File: src/rtl/mux_n_1_pipe_if.sv
// -----------------------------------------------------------------------------
// mux_n_1_pipe_if
//
// Purpose
//   Bundles the request side (producer -> select block) and the response side
//   (select block -> consumer) of mux_n_1_pipe into one interface.
//
// Parameters
//   WIDTH  data word width in bits
//   N      number of input words (2..16)
//   SEL_W  select width, derived from N; leave at its default
//
// Signals
//   in_valid   producer presents a select request
//   in_ready   block can accept a request this cycle
//   in_sel     index of the word to select
//   in_data    flattened words; word i = in_data[i*WIDTH +: WIDTH]
//   out_valid  head entry valid
//   out_ready  consumer accepts head entry
//   out_data   selected word of the head entry
//   out_sel    select that produced out_data
//   out_err    head entry came from an illegal select
//
// Modports
//   master  environment view: drives requests and out_ready
//   slave   block view: drives in_ready and the head entry
// -----------------------------------------------------------------------------
interface mux_n_1_pipe_if #(
    parameter int WIDTH = 32,
    parameter int N     = 4,
    parameter int SEL_W = $clog2(N)
);
    logic                 in_valid;
    logic                 in_ready;
    logic [SEL_W-1:0]     in_sel;
    logic [N*WIDTH-1:0]   in_data;

    logic                 out_valid;
    logic                 out_ready;
    logic [WIDTH-1:0]     out_data;
    logic [SEL_W-1:0]     out_sel;
    logic                 out_err;

    modport master (
        output in_valid,
        output in_sel,
        output in_data,
        output out_ready,
        input  in_ready,
        input  out_valid,
        input  out_data,
        input  out_sel,
        input  out_err
    );

    modport slave (
        input  in_valid,
        input  in_sel,
        input  in_data,
        input  out_ready,
        output in_ready,
        output out_valid,
        output out_data,
        output out_sel,
        output out_err
    );
endinterface : mux_n_1_pipe_if

File: src/rtl/mux_n_1_pipe.sv
// -----------------------------------------------------------------------------
// mux_n_1_pipe
//
// Purpose
//   N:1 word select with a registered, 2-entry buffered valid/ready output.
//   The producer presents N words and a select; the chosen word is latched
//   together with its select and an illegal-select flag, and handed
//   downstream under backpressure. Illegal selects (in_sel >= N, only
//   reachable when N is not a power of two) store a zero word with the error
//   flag set and bump a saturating counter, so no garbage ever reaches the
//   consumer.
//
// Parameters
//   WIDTH  data word width in bits                       (default 32)
//   N      number of input words, legal range 2..16     (default 4)
//   ERR_W  width of the saturating illegal-select count  (default 8)
//   SEL_W  derived select width, $clog2(N)
//
// Ports
//   clk      single clock, all state updates on the rising edge
//   rst_n    asynchronous active-low reset
//   bus      mux_n_1_pipe_if slave modport (request + response handshakes)
//   err_cnt  saturating count of accepted illegal selects
//
// Timing
//   A request accepted on edge t is visible on out_* right after that edge
//   (one-cycle latency, no bypass). With out_ready held high the block
//   sustains one word per cycle. in_ready depends only on registered state.
// -----------------------------------------------------------------------------
module mux_n_1_pipe #(
    parameter  int WIDTH = 32,
    parameter  int N     = 4,
    parameter  int ERR_W = 8,
    localparam int SEL_W = $clog2(N)
) (
    input  logic             clk,
    input  logic             rst_n,
    mux_n_1_pipe_if.slave    bus,
    output logic [ERR_W-1:0] err_cnt
);

    // ------------------------------------------------------------------
    // Types and constants
    // ------------------------------------------------------------------

    // One buffered entry: the word, the select that produced it and
    // whether that select was out of range.
    typedef struct packed {
        logic [WIDTH-1:0] data;
        logic [SEL_W-1:0] sel;
        logic             err;
    } entry_t;

    // N widened by one bit so the range compare also works when N is a
    // power of two (N itself does not fit in SEL_W bits then).
    localparam logic [SEL_W:0] SEL_LIMIT = (SEL_W + 1)'(N);

    localparam logic [1:0]       CNT_EMPTY = 2'd0;
    localparam logic [1:0]       CNT_FULL  = 2'd2;
    localparam logic [ERR_W-1:0] ERR_MAX   = '1;

    // ------------------------------------------------------------------
    // Declarations
    // ------------------------------------------------------------------
    entry_t           mem [2];      // storage, indexed by head/tail
    logic [1:0]       count;        // occupancy, 0..2
    logic             head;         // entry shown on out_*
    logic             tail;         // entry written by the next push

    logic             full;
    logic             empty;
    logic             push;
    logic             pop;

    logic             sel_legal;
    logic [WIDTH-1:0] sel_word;
    entry_t           wr_entry;
    entry_t           head_entry;

    // ------------------------------------------------------------------
    // Handshake decode
    // ------------------------------------------------------------------
    assign full  = (count == CNT_FULL);
    assign empty = (count == CNT_EMPTY);

    // in_ready comes from the occupancy register alone; a pop in the same
    // cycle does not free a slot for a push while full.
    assign bus.in_ready  = !full;
    assign bus.out_valid = !empty;

    assign push = bus.in_valid && !full;
    assign pop  = !empty && bus.out_ready;

    // ------------------------------------------------------------------
    // Word select
    // ------------------------------------------------------------------
    assign sel_legal = ({1'b0, bus.in_sel} < SEL_LIMIT);

    // The loop only visits legal indices, so an out-of-range select never
    // matches and leaves the word at zero.
    always_comb begin
        // NOTE: default first so every path assigns sel_word; without it
        // the tool infers a latch to hold the previous value.
        sel_word = '0;
        for (int i = 0; i < N; i++) begin
            if (bus.in_sel == SEL_W'(i)) begin
                sel_word = bus.in_data[i*WIDTH +: WIDTH];
            end
        end
    end

    always_comb begin
        wr_entry.data = sel_legal ? sel_word : '0;
        wr_entry.sel  = bus.in_sel;
        wr_entry.err  = !sel_legal;
    end

    // ------------------------------------------------------------------
    // Occupancy and pointers
    // ------------------------------------------------------------------
    always_ff @(posedge clk or negedge rst_n) begin
        if (!rst_n) begin
            // NOTE: non-blocking assignments for all registered state so
            // every flop samples pre-edge values regardless of block order.
            count <= CNT_EMPTY;
            head  <= 1'b0;
            tail  <= 1'b0;
        end else begin
            // 1-bit pointers wrap 1 -> 0 by simply toggling.
            if (push) tail <= ~tail;
            if (pop)  head <= ~head;

            // push & pop together leaves the count unchanged.
            unique case ({push, pop})
                2'b10:   count <= count + 2'd1;
                2'b01:   count <= count - 2'd1;
                default: count <= count;
            endcase
        end
    end

    // ------------------------------------------------------------------
    // Entry storage
    // ------------------------------------------------------------------
    // NOTE: storage has no reset; stale contents are never observable
    // because the output is masked while empty and a slot is always
    // written before the head pointer can reach it.
    always_ff @(posedge clk) begin
        if (push) begin
            mem[tail] <= wr_entry;
        end
    end

    // ------------------------------------------------------------------
    // Illegal-select counter (saturating)
    // ------------------------------------------------------------------
    always_ff @(posedge clk or negedge rst_n) begin
        if (!rst_n) begin
            err_cnt <= '0;
        end else if (push && wr_entry.err && (err_cnt != ERR_MAX)) begin
            err_cnt <= err_cnt + 1'b1;
        end
    end

    // ------------------------------------------------------------------
    // Head entry to the consumer
    // ------------------------------------------------------------------
    // Masked to zero while empty so the consumer never sees stale storage.
    assign head_entry   = empty ? '0 : mem[head];
    assign bus.out_data = head_entry.data;
    assign bus.out_sel  = head_entry.sel;
    assign bus.out_err  = head_entry.err;

    // ------------------------------------------------------------------
    // Properties
    // ------------------------------------------------------------------
`ifndef SYNTHESIS
    // Occupancy never leaves 0..2.
    a_count_range : assert property (
        @(posedge clk) disable iff (!rst_n)
        count <= CNT_FULL
    );

    // A stalled head entry stays valid and unchanged until taken.
    a_hold_stable : assert property (
        @(posedge clk) disable iff (!rst_n)
        (bus.out_valid && !bus.out_ready) |=>
            (bus.out_valid && $stable(bus.out_data) &&
             $stable(bus.out_sel) && $stable(bus.out_err))
    );

    // No accepted request while the buffer is full.
    a_no_push_full : assert property (
        @(posedge clk) disable iff (!rst_n)
        full |-> !push
    );
`endif

endmodule : mux_n_1_pipe
File: src/flat_wrapper.sv
// flat-port wrapper written by rule: the top's interface ports become plain ports
module mux_n_1_pipe_flat 
#(
    parameter  int WIDTH = 32,
    parameter  int N     = 4,
    parameter  int ERR_W = 8,
    localparam int SEL_W = $clog2(N)
)
  (clk, rst_n, err_cnt, bus_in_valid, bus_in_sel, bus_in_data, bus_out_ready, bus_in_ready, bus_out_valid, bus_out_data, bus_out_sel, bus_out_err);
  mux_n_1_pipe_if #(.WIDTH(WIDTH), .N(N)) bus_i ();
  input  logic clk;
  input  logic rst_n;
  output logic [ERR_W-1:0] err_cnt;
  input wire logic [$bits(bus_i.in_valid)-1:0] bus_in_valid;
  input wire logic [$bits(bus_i.in_sel)-1:0] bus_in_sel;
  input wire logic [$bits(bus_i.in_data)-1:0] bus_in_data;
  input wire logic [$bits(bus_i.out_ready)-1:0] bus_out_ready;
  output wire logic [$bits(bus_i.in_ready)-1:0] bus_in_ready;
  output wire logic [$bits(bus_i.out_valid)-1:0] bus_out_valid;
  output wire logic [$bits(bus_i.out_data)-1:0] bus_out_data;
  output wire logic [$bits(bus_i.out_sel)-1:0] bus_out_sel;
  output wire logic [$bits(bus_i.out_err)-1:0] bus_out_err;
  assign bus_i.in_valid = bus_in_valid;
  assign bus_i.in_sel = bus_in_sel;
  assign bus_i.in_data = bus_in_data;
  assign bus_i.out_ready = bus_out_ready;
  assign bus_in_ready = bus_i.in_ready;
  assign bus_out_valid = bus_i.out_valid;
  assign bus_out_data = bus_i.out_data;
  assign bus_out_sel = bus_i.out_sel;
  assign bus_out_err = bus_i.out_err;
  mux_n_1_pipe #(.WIDTH(WIDTH), .N(N), .ERR_W(ERR_W)) u_core (.clk(clk), .rst_n(rst_n), .bus(bus_i), .err_cnt(err_cnt));
endmodule
File: config.mk
export PLATFORM = sky130hd
export DESIGN_NAME = mux_n_1_pipe_flat
export DESIGN_NICKNAME = d
export VERILOG_FILES = /design/src/rtl/mux_n_1_pipe_if.sv /design/src/rtl/mux_n_1_pipe.sv /design/src/flat_wrapper.sv
export SDC_FILE = /design/constraint.sdc
export NUM_CORES = 1
export LEC_CHECK = 0
export ABC_AREA = 1
export BUFFER_PORTS_ARGS = -buffer_cell sky130_fd_sc_hd__buf_2
export CAP_MARGIN = 20
export CORE_AREA = 2 2 101 103
export CTS_CLUSTER_SIZE = 12
export DETAILED_ROUTE_END_ITERATION = 16
export DIE_AREA = 0 0 103 105
export PLACE_DENSITY = 0.69
export SYNTH_ARGS = -nofsm -noshare
export SYNTH_HDL_FRONTEND = slang
export SYNTH_SLANG_ARGS = --single-unit
File: constraint.sdc
create_clock -name clk -period 2.8 [get_ports clk]
set_input_delay 0.28 -clock clk [delete_from_list [all_inputs] [get_ports clk]]
set_output_delay 0.28 -clock clk [all_outputs]
set_load 0.01 [all_outputs]
Word-level counts from Yosys, hierarchy flattened --
Memory sizes are Yosys's and may differ from the RTL's. Index checks and enable logic that the tools add are counted.
Cells by class: $add $sub $neg 2, multipliers 0, divide/modulo/power cells 0, order comparisons 0, equality and inequality tests 6, shifts and indexed selects 0, mux-type cells 8, bitwise operators 2, reduce and logical (&&, ||, !) cells 7
Operator list (count):
- 32-bit two-way mux | 4
- 35-bit two-way mux | 1
- 2-bit equality test, second input constant | 4
- 2-bit by 1-bit equality test with 1-bit output, second input constant | 2
- 2-bit zero test | 2
- 2-bit case mux with 2 select lines | 1
- 2-bit by 1-bit adder with 2-bit output, second input constant | 1
- 1-bit logical AND | 2
- 1-bit zero test | 2
- 1-bit two-way mux | 2
- 1-bit NOT | 2
- 2-bit nonzero test | 1
- 2-bit by 1-bit subtractor with 2-bit output, second input constant | 1
Storage, ports and cells: register bits after elaboration 4, bits in latches 0, RAM bits 68, bits in read-only memories 0, input port bits 134, output and inout port bits 45, logic and storage cells 29, memories kept 1
Memory list:
- u_core.mem | words 2, bits a word 34, read ports 1, clocked after memory_dff 0, wr ports 1, line mux_n_1_pipe.sv:65 | entry_t mem [2];

Longest topological paths before layout --
word-level depth 5, mapped depth 9, mapped depth without buffers 9

Worst setup path before layout --
OpenSTA, ideal clock, no wires.
kind register -> register, start point register u_core.count[0], end point memory u_core.mem[0][0] in the netlist's numbering (enable), library setup time 0.425 ns, arrival 2.102 ns, data required time 2.375 ns, setup slack 0.273 ns, stages on the path, launching flop included 5, buffers on the path 0, period minus slack after synthesis 2.527 ns, cell sequence dfrtp_1 inv_2 nand2_2 nand2_2 nor2_1
On the way: word-level cells in the longest chain between the ends 5
RTL lines:
- start: declaration | line mux_n_1_pipe.sv:66 | logic [1:0] count;
- start signal: assignment | line mux_n_1_pipe.sv:135 | 2'b10: count <= count + 2'd1;
- start signal: assignment | line mux_n_1_pipe.sv:136 | 2'b01: count <= count - 2'd1;
- start signal: assignment | line mux_n_1_pipe.sv:137 | default: count <= count;
- 2-bit equality test | line mux_n_1_pipe.sv:83 | assign full = (count == CNT_FULL);
- 1-bit zero test
- net bus_in_ready | line flat_wrapper.sv:18 | output wire logic [$bits(bus_i.in_ready)-1:0] bus_in_ready;
- 1-bit logical AND | line mux_n_1_pipe.sv:91 | assign push = bus.in_valid && !full;
- 1-bit two-way mux | line mux_n_1_pipe.sv:149 | if (push) begin
- 1-bit two-way mux (not written as such) | line mux_n_1_pipe.sv:150 | mem[tail] <= wr_entry;
- end: declaration | line mux_n_1_pipe.sv:65
The timed path passes the listed nets, and every way through them passes these cells.

Worst setup path after layout --
start point register u_core.head, end point output port bus_out_data[26]
On the way: word-level cells in the longest chain between the ends 2
RTL lines:
- start: declaration | line mux_n_1_pipe.sv:67 | logic head;
- start signal: assignment | line mux_n_1_pipe.sv:131 | if (pop) head <= ~head;
- memory 2 x 34 bit
- 35-bit two-way mux | line mux_n_1_pipe.sv:169 | assign head_entry = empty ? '0 : mem[head];
- end: declaration | line flat_wrapper.sv:20 | output wire logic [$bits(bus_i.out_data)-1:0] bus_out_data;
No other way between the ends.

==> load_flow_metrics.sql <==
INSERT INTO impl_metrics (metric_group, metric, value, unit) VALUES
('run_status', 'status', 'finished clean', ''),
('critical_path', 'crit_type', 'reg -> out', ''),
('yosys', 'gate_count_after_technology_mapping', '407', ''),
('finish', 'number_of_inserted_diodes', '0', ''),
('floorplanning', 'initial_core_util', '39.1', '%'),
('floorplanning', 'rows', '36', ''),
('floorplanning', 'die_y', '105', 'µm'),
('job', 'drv.max_cap_violation_count', '0', ''),
('yosys', 'synth_area_per_cell', '9.27', 'µm²'),
('timing', 'final-max-slew-violation-count', '0', ''),
('routing', 'post_drt_wl_per_cell', '15.0', 'µm'),
('routing', 'routed_wirelength', '10.5', 'mm'),
('power', 'p_sw_share', '37.7', '%'),
('worst_hold_path', 'hold_class', 'in -> reg', ''),
('power', 'power_report.internal_total', '2.49', 'mW'),
('clock_tree', 'clock_tree.buffer_depth', '2', ''),
('critical_path', 'worstPathArrival', '2.07', 'ns'),
('timing', 'timing.setup.tns', '0', 'ns'),
('clock_tree', 'clk_transition_reported_paths', '0.07', 'ns'),
('finish', 'most-common-layout-cells', 'sky130_fd_sc_hd__buf_2 (169), sky130_fd_sc_hd__nand2_1 (106), sky130_fd_sc_hd__nand3_1 (97), sky130_fd_sc_hd__edfxtp_1 (68), sky130_fd_sc_hd__a21oi_1 (35)', ''),
('placement', 'dpl.cell_count', '682', ''),
('yosys', 'synthAdderAreaFrac', '0.332', '%'),
('power', 'leakagePower', '2.10', 'nW'),
('yosys', 'synth_cell_types', '19', ''),
('power', 'pwr-share-clk', '19.5', '%'),
('timing', 'finalCritPeriodShare', '83.9', '%'),
('finish', 'mostFrequentLayoutCell', 'sky130_fd_sc_hd__buf_2', ''),
('yosys', 'mappedNetlistArea', '3770', 'µm²'),
('yosys', 'ys_seq_area_share', '56.8', '%'),
('routing', 'via_count', '3539', ''),
('critical_path', 'crit_path_max_fanout', '35', ''),
('routing', 'number_of_remaining_drc_errors', '0', ''),
('critical_path', 'timing.critical_path.to_type', 'primary output', ''),
('floorplanning', 'dieArea', '10800', 'µm²'),
('grt', 'pin_count_of_the_biggest_net_entering_global_routing', '41', ''),
('timing', 'post-route-worst-setup-slack', '0.451', 'ns'),
('power', 'power-per-cell-area', '827', 'nW/µm²'),
('placement', 'placer_s_final_routability_congestion_estimate', '0.750', ''),
('yosys', 'synth-compound-area-share', '4.78', '%'),
('routing', 'drtIter0Drc', '171', ''),
('placement', 'port_buffers', '169', ''),
('routing', 'ant_nets', '0', ''),
('timing', 'timing.final.hold_violations', '0', ''),
('power', 'comb_power_share', '40.0', '%'),
('clock_tree', 'clock_insertion_delay_worst_skew', '0.33', 'ns'),
('routing', 'drt-vias-per-instance', '5.06', ''),
('clock_tree', 'tritoncts_num_sinks', '72', ''),
('timing', 'clock.fmax', '0.426', 'GHz'),
('finish', 'layoutNonFillerInstCount', '699', ''),
('clock_tree', 'cts_buffers', '9', ''),
('power', 'ir_drop', '0.383', 'mV'),
('clock_tree', 'cts.htree.levels', '3', ''),
('placement', 'place_worst_setup_slack', '0.723', 'ns'),
('power', 'switching_power_total', '1.51', 'mW'),
('timing', 'skew', '0.00603', 'ns'),
('finish', 'final_layout_size_suffix_gt1_share', '34.8', '%'),
('critical_path', 'critical_path_required', '2.52', 'ns'),
('finish', 'syn2layout_area_growth', '28.4', '%'),
('yosys', 'post_synth_mux_area_share', '0', '%'),
('clock_tree', 'clock_tree_from_tritoncts', 'done', ''),
('yosys', 'largest_family_of_logic_cells_by_synthesized_area', 'simple AND/OR/NAND/NOR gates', ''),
('grt', 'grt_first_pass_wirelength', '16.3', 'mm'),
('grt', 'grt-ovfl-total', '0', ''),
('yosys', 'ys_ff_latch', '72', ''),
('yosys', 'yosys.area_share.simple', '30.2', '%'),
('clock_tree', 'cts-resized-gates', '0', ''),
('grt', 'gr_usage_total', '19.3', '%'),
('yosys', 'yosys.area.top_type_share', '54.1', '%'),
('yosys', 'netlist.top_cell.by_area', 'sky130_fd_sc_hd__edfxtp_1', ''),
('timing', 'rsz0062_at_grt', 'no', ''),
('grt', 'number_of_global_route_vias_before_repair', '3491', '');
worst paths after layout:
kind | from | end | slack (ns) | cells past startpoint
max | u_core.head | bus_out_data[26] | 0.45 | 4
min | bus_in_valid | u_core.tail | 0.24 | 3
max reg2reg | u_core.count[0] | u_core.mem[1][15] | 1.09 | 5
min reg2reg | u_core.tail | u_core.tail | 0.60 | 2
max in group asynchronous | rst_n | u_core.count[0] | 2.38 | 2
min in group asynchronous | rst_n | u_core.tail | 0.30 | 2
cell families after synthesis:
| logic type | after synthesis |
|---|---|
| adder cells (fa/ha/maj) | 1 |
| AND/OR/NAND/NOR | 244 |
| flip-flops | 72 |
| buffers and inverters | 52 |
| XOR/XNOR | 1 |
| AO/OA/AOI/OAI | 36 |
| other | 1 |
power groups by stage:
stage | Combinational [mW] | Sequential (mW) | Clock, mW
floorplan | 0.990 | 1.60 | 0
global placement | 1.61 | 1.63 | 0
detailed placement | 1.63 | 1.65 | 0
CTS | 1.63 | 1.62 | 0.794
global route | 1.79 | 1.65 | 0.832
finish | 1.60 | 1.62 | 0.780
state kept, by name, indices dropped and copies added (netlist names):
name          cells
u_core.mem       68
u_core.tail       1
u_core.head       1
u_core.count      2
critical path, stage by stage, from the launching register on:
cell and delay (ns):
sky130_fd_sc_hd__dfrtp_1 0.67, sky130_fd_sc_hd__clkinv_2 0.59, sky130_fd_sc_hd__nand2_1 0.20, sky130_fd_sc_hd__a21oi_1 0.11, sky130_fd_sc_hd__buf_2 0.17
repair_timing:
| action | in CTS | in global routing |
|---|---|---|
| hold buffers | 1 | 0 |
| endpoints found under the hold margin | 4 | 0 |
| setup buffers | 0 | 0 |
per-layer routing:
metal | global-route usage [%] | part of all wire (%)
met1 | 23.2 | 40
met2 | 33.3 | 52
met3 | 4.41 | 7.1
met4 | 7.05 | 0.74
met5 | 0 | 0
synth_stat cells, drive strengths merged:
master / number
nand2: 108
edfxtp: 68
ha: 1
clkinv: 1
nand4: 33
o21ai: 1
buf: 42
a21oi: 35
nand3: 97
xnor2: 1
conb: 1
inv: 9
nor2: 6
dfrtp: 4
cell type report:
| class | instances | area (µm²) |
|---|---|---|
| Fill cell | 957 | 4800 |
| Sequential cell | 72 | 2140 |
| Multi-Input combinational cell | 291 | 1390 |
| Timing Repair Buffer | 177 | 921 |
| Tap cell | 133 | 166 |
| Clock buffer | 12 | 145 |
| Clock inverter | 4 | 43.8 |
| Inverter | 10 | 38.8 |
stage by stage:
stage / util [%] / cell area (µm²) / hold WS (ns)
detailed placement: 48.2 / 4640 / 0.100
global route: 50.2 / 4840 / 0.247
finish: 50.2 / 4840 / 0.244
floorplan: - / 3800 / -0.0156
global placement: 48.2 / 4640 / 0.0939
CTS: 50.2 / 4840 / 0.230
(Power assumes the default switching activity.)
